==> config.mk <==
export PLATFORM = sky130hd
export DESIGN_NAME = fft_iter_addr_gen
export DESIGN_NICKNAME = d
export VERILOG_FILES = /design/src/rtl/fft_iter_addr_gen.sv
export SDC_FILE = /design/constraint.sdc
export NUM_CORES = 1
export LEC_CHECK = 0
export CAP_MARGIN = 25
export CORE_ASPECT_RATIO = 1.5
export CORE_MARGIN = 10
export CORE_UTILIZATION = 51
export DETAILED_ROUTE_END_ITERATION = 16
export PLACE_DENSITY = 0.8
export SYNTH_ARGS = -nofsm -noshare
export SYNTH_HDL_FRONTEND = slang
export SYNTH_SLANG_ARGS = --single-unit
export TNS_END_PERCENT = 10
==> constraint.sdc <==
create_clock -name CLK -period 3.9 [get_ports CLK]
set_clock_uncertainty 0.05 [all_clocks]
set_input_delay 0.78 -clock CLK [delete_from_list [all_inputs] [get_ports CLK]]
set_output_delay 0.78 -clock CLK [all_outputs]
set_load 0.01 [all_outputs]
==> src/rtl/fft_iter_addr_gen.sv <==
// Address generator for the iterative radix-2 in-place FFT: tracks layer/butterfly
// indices, produces read/write address pairs and twiddle index, and cross-checks the controller.
module fft_iter_addr_gen #(
    parameter int LAYERS      = 5,
    parameter int BUTTERFLYES = 16,
    parameter int LayWL       = 3,
    parameter int ButtWL      = 4
) (
    input  logic              CLK,
    input  logic              RST,
    input  logic              EN,
    input  logic              START,
    input  logic              BUT_STROB,
    input  logic              ADDR_EN,
    input  logic              Wr,
    input  logic              LAY_EN,
    input  logic              FIRST,
    output logic [ButtWL:0]   RD_ADDR_A,
    output logic [ButtWL:0]   RD_ADDR_B,
    output logic [ButtWL-1:0] TW_ADDR,
    output logic [ButtWL:0]   WR_ADDR_A,
    output logic [ButtWL:0]   WR_ADDR_B,
    output logic              WR_EN,
    output logic [LayWL-1:0]  LAYER_IDX,
    output logic              DONE,
    output logic              SYNC_ERR
);

    localparam int unsigned AW = ButtWL + 1;

    localparam logic [1:0] IDLE = 2'd0;
    localparam logic [1:0] RUN  = 2'd1;
    localparam logic [1:0] FIN  = 2'd2;

    localparam logic [LayWL-1:0]  LAST_LAY = LayWL'(LAYERS - 1);
    localparam logic [ButtWL-1:0] LAST_BUT = ButtWL'(BUTTERFLYES - 1);

    logic [1:0]        state, state_n;
    logic [LayWL-1:0]  s, s_n;
    logic [ButtWL-1:0] b, b_n;
    logic [AW-1:0]     rd_a, rd_b, wr_a, wr_b, wr_a_n, wr_b_n;
    logic [ButtWL-1:0] tw;
    logic              wr_en, wr_en_n;
    logic              done, done_n;
    logic              sync_err, sync_err_n;

    logic [AW-1:0]     span, pos, grp, addr_a, addr_b;
    logic [LayWL-1:0]  tw_sh;
    logic [ButtWL-1:0] tw_idx;
    logic              last_but, last_lay, lay_exp, first_exp;

    // Butterfly address math: span h = 2^s, pos = b mod h, grp = b / h.
    always_comb begin
        span   = AW'(1) << s;
        pos    = AW'(b) & (span - AW'(1));
        grp    = AW'(b) >> s;
        addr_a = ((grp << s) << 1) | pos;
        addr_b = addr_a + span;
        tw_sh  = LAST_LAY - s;
        tw_idx = ButtWL'(pos << tw_sh);
    end

    always_comb begin
        last_but  = (b == LAST_BUT);
        last_lay  = (s == LAST_LAY);
        lay_exp   = last_but && !last_lay;
        first_exp = (s == '0);
    end

    // Next-state and counter/strobe logic; START overrides any same-cycle strobe.
    always_comb begin
        state_n    = state;
        s_n        = s;
        b_n        = b;
        wr_a_n     = wr_a;
        wr_b_n     = wr_b;
        wr_en_n    = 1'b0;
        done_n     = done;
        sync_err_n = sync_err;
        if (START) begin
            state_n    = RUN;
            s_n        = '0;
            b_n        = '0;
            done_n     = 1'b0;
            sync_err_n = 1'b0;
        end else begin
            case (state)
                RUN: begin
                    if (BUT_STROB) begin
                        wr_a_n = rd_a;
                        wr_b_n = rd_b;
                    end
                    if (ADDR_EN) begin
                        wr_en_n = Wr;
                        if ((LAY_EN != lay_exp) || (FIRST != first_exp)) begin
                            sync_err_n = 1'b1;
                        end
                        if (last_but) begin
                            b_n = '0;
                            if (last_lay) begin
                                done_n  = 1'b1;
                                state_n = FIN;
                            end else begin
                                s_n = s + LayWL'(1);
                            end
                        end else begin
                            b_n = b + ButtWL'(1);
                        end
                    end
                end
                FIN:     state_n = FIN;
                default: state_n = IDLE;
            endcase
        end
    end

    always_ff @(posedge CLK) begin
        if (RST) begin
            state    <= IDLE;
            s        <= '0;
            b        <= '0;
            rd_a     <= '0;
            rd_b     <= '0;
            tw       <= '0;
            wr_a     <= '0;
            wr_b     <= '0;
            wr_en    <= 1'b0;
            done     <= 1'b0;
            sync_err <= 1'b0;
        end else if (EN) begin
            state    <= state_n;
            s        <= s_n;
            b        <= b_n;
            rd_a     <= addr_a;
            rd_b     <= addr_b;
            tw       <= tw_idx;
            wr_a     <= wr_a_n;
            wr_b     <= wr_b_n;
            wr_en    <= wr_en_n;
            done     <= done_n;
            sync_err <= sync_err_n;
        end
    end

    assign RD_ADDR_A = rd_a;
    assign RD_ADDR_B = rd_b;
    assign TW_ADDR   = tw;
    assign WR_ADDR_A = wr_a;
    assign WR_ADDR_B = wr_b;
    assign WR_EN     = wr_en;
    assign LAYER_IDX = s;
    assign DONE      = done;
    assign SYNC_ERR  = sync_err;

endmodule

==> results.sh <==
export IMPL_die_h_um=94.5
export IMPL_hp_class="reg2reg"
export IMPL_dp_cells=305
export IMPL_setup_tns_ns=0
export IMPL_ioPinCount=39
export IMPL_drc_errors=0
export IMPL_ir_worst_vdd_uv=243
export IMPL_grt_usage=0.143
export IMPL_finalNonFillerCells=312
export IMPL_rr_worst_depth=13
export IMPL_ys_warn_count=0
export IMPL_clockRootBuffer="clkbuf_8"
export IMPL_critical_path_class="reg2reg"
export IMPL_grt_ovfl_total=0
export IMPL_dieArea_mm2=0.00659
export IMPL_cts_tree="built"
export IMPL_synth_async_reset_ratio=0
export IMPL_num_rows=27
export IMPL_max_slew_margin_rel=0.572
export IMPL_path_clk_slew_ns=0.07
export IMPL_cts_buffer_depth=2
export IMPL_rsz0062_at_grt="false"
export IMPL_ys_types=43
export IMPL_grt_max_degree=27
export IMPL_cts_max_level=2
export IMPL_first_global_vias=1674
export IMPL_cts_resized=0
export IMPL_drive_above_1_share=0.0483
export IMPL_vias_per_cell=5.50
export IMPL_totalWireLength_um=4530
export IMPL_ant_nets=0
export IMPL_fp_dieW_um=69.7
export IMPL_holdBufCountCts=0
export IMPL_final_seq_area_um2=721
export IMPL_firstDrtPassIters=6
export IMPL_cp_num_cells=13
export IMPL_cts_buffers=5
export IMPL_synth_edf_count=0
export IMPL_fin_hold_ws_ns=0.403
export IMPL_maxCapViolCount=0
export IMPL_netlist_area_leader_share=0.381
export IMPL_endpoint_kind="flip-flop"
export IMPL_start_util=0.523
export IMPL_max_freq_ghz=0.332
export IMPL_cp_start_kind="flip-flop"
export IMPL_status="finished clean"
export IMPL_n_antenna_cell=0
export IMPL_required_ns=4.06
export IMPL_synth_area_leaders="dfxtp_1, ha_1, nand2_1"
export IMPL_setup_violations=0
export IMPL_arrival_ns=3.18
export IMPL_syn_nets=258
export IMPL_synth_area_mm2=0.00189
export IMPL_cts_sinks=36
export IMPL_yosys_top_cells_count="nand2_1, dfxtp_1, nor2_1"
export IMPL_multi_input_area_mm2=0.00107
export IMPL_dp_hpwl_um=3460
export IMPL_cp_top_family="adder cells"
export IMPL_p_leak_uw=0.000894
export IMPL_power_density_mw_per_mm2=299
export IMPL_post_cts_buffers=0
export IMPL_hold_violations=0
export IMPL_slew_viol_final=0
export IMPL_grt_pass1_wl_um=7890
export IMPL_core_mm2=0.00361
export IMPL_synth_most_common_cell="nand2_1"
export IMPL_synth_seq_cells=36
export IMPL_cpMostUsedCell="ha_1"
export IMPL_clock_latency_ns=0.28
export IMPL_nNetsFinal=292
export IMPL_worst_path_max_delay_cell="dfxtp_1"
export IMPL_io_buffer_count=38
export IMPL_wire_per_inst_um=14.5
export IMPL_vias=1716
export IMPL_synth_largest_area_cell="dfxtp_1"
export IMPL_min_path_cells=2
export IMPL_critPathBufInv=3
export IMPL_tightest_slew_ns=0.636
export IMPL_place_gp_congestion=0.897
export IMPL_ys_seq_area_frac=0.381
export IMPL_nFillCells=327
export IMPL_fin_crit_ns=3.02
export IMPL_synthFlopType="dfxtp_1"
export IMPL_worstPathCellList="inv_2 > ha_1 > ha_1 > inv_1 > ha_1 > inv_1 > a32oi_1 > o21ai_0 > ha_1 > nor2b_1 > o21a_1 > o21ai_0 > nor3b_1"
export IMPL_max_stage_delay_ns=0.47
export IMPL_grt_antenna_before_repair=0
export IMPL_fin_crit_sh=0.773
export IMPL_p_total_uw=713
export IMPL_synth_cells=235
export IMPL_drtIter0Drc=86
export IMPL_worstPathMaxFanout=9
export IMPL_area_growth_pct=26.2
export IMPL_syn_avg_cell_area_um2=8.04
-- placed cells by master, fill, tap and decap left out, drive strengths merged, types with 4 or more instances in the layout --
cell type,count
a211oi,4
a21oi,21
a22oi,5
clkbuf,7
clkdlybuf4s50,38
dfxtp,36
ha,13
inv,12
mux2i,4
nand2,37
nand2b,4
nand3,5
nor2,25
nor2b,5
o21a,4
o21ai,7
-- final timing paths --
path | startpoint | end | slack, ns
worst max-delay path | LAYER_IDX[0]$_SDFFE_PP0P_ | RD_ADDR_B[4]$_SDFFE_PP0P_ | 0.88
worst min-delay path | WR_ADDR_B[3]$_SDFFE_PP0P_ | WR_ADDR_B[3]$_SDFFE_PP0P_ | 0.40
worst max register to register | LAYER_IDX[0]$_SDFFE_PP0P_ | RD_ADDR_B[4]$_SDFFE_PP0P_ | 0.88
worst min register to register | WR_ADDR_B[3]$_SDFFE_PP0P_ | WR_ADDR_B[3]$_SDFFE_PP0P_ | 0.40
-- layout make-up --
type | count | area share
Sequential cell | 36 | 0.302
Multi-Input combinational cell | 174 | 0.450
Clock buffer | 7 | 0.0404
Inverter | 12 | 0.0189
Timing Repair Buffer | 40 | 0.166
Tap cell | 43 | 0.0226
-- through the flow --
stage	worst slack (ns)	instance area, µm²	utilization
detailed placement	0.897	2290	0.633
finish	0.884	2380	0.659
CTS	0.870	2380	0.659
global route	0.630	2380	0.659
floorplan	1.05	1890	-
global placement	1.01	2290	0.633
-- where the power goes --
group          switching, µW  total, µW  internal [µW]
logic                   29.1       53.2           24.0
clock network            127        284            157
registers               3.64        376            373
-- sequential cells by signal, summed over array words and instances (netlist names) --
| register | flops |
|---|---|
| DONE | 1 |
| LAYER_IDX | 3 |
| RD_ADDR_A | 5 |
| RD_ADDR_B | 5 |
| SYNC_ERR | 1 |
| TW_ADDR | 4 |
| WR_ADDR_A | 5 |
| WR_ADDR_B | 5 |
| WR_EN | 1 |
| b | 4 |
| state | 2 |
-- cells by family after synthesis --
family | synth area share
XOR/XNOR | 0.0185
other | 0.00198
adder cells (fa/ha/maj) | 0.0967
multiplexers | 0.0212
AND/OR/NAND/NOR | 0.221
buffers and inverters | 0.0510
flip-flops | 0.381
AO/OA/AOI/OAI | 0.208
-- worst register-to-register path: cells and delay by family (launching register included) --
family,cells,cell delay (ns)
adders and majority gates,4,1.14
DFF,1,0.47
AOI/OAI and AO/OA,4,0.62
and+or+nand+nor,2,0.33
buffers and inverters,3,0.35
-- per-layer routing --
layer,GRT usage,part of all wire,up-vias
met3,0.0546,0.065,10
li1,-,-,879
met4,0.0578,0.019,0
met5,0,0,-
met2,0.262,0.51,38
met1,0.142,0.41,789
No activity file was read; power rests on OpenSTA's default activity.
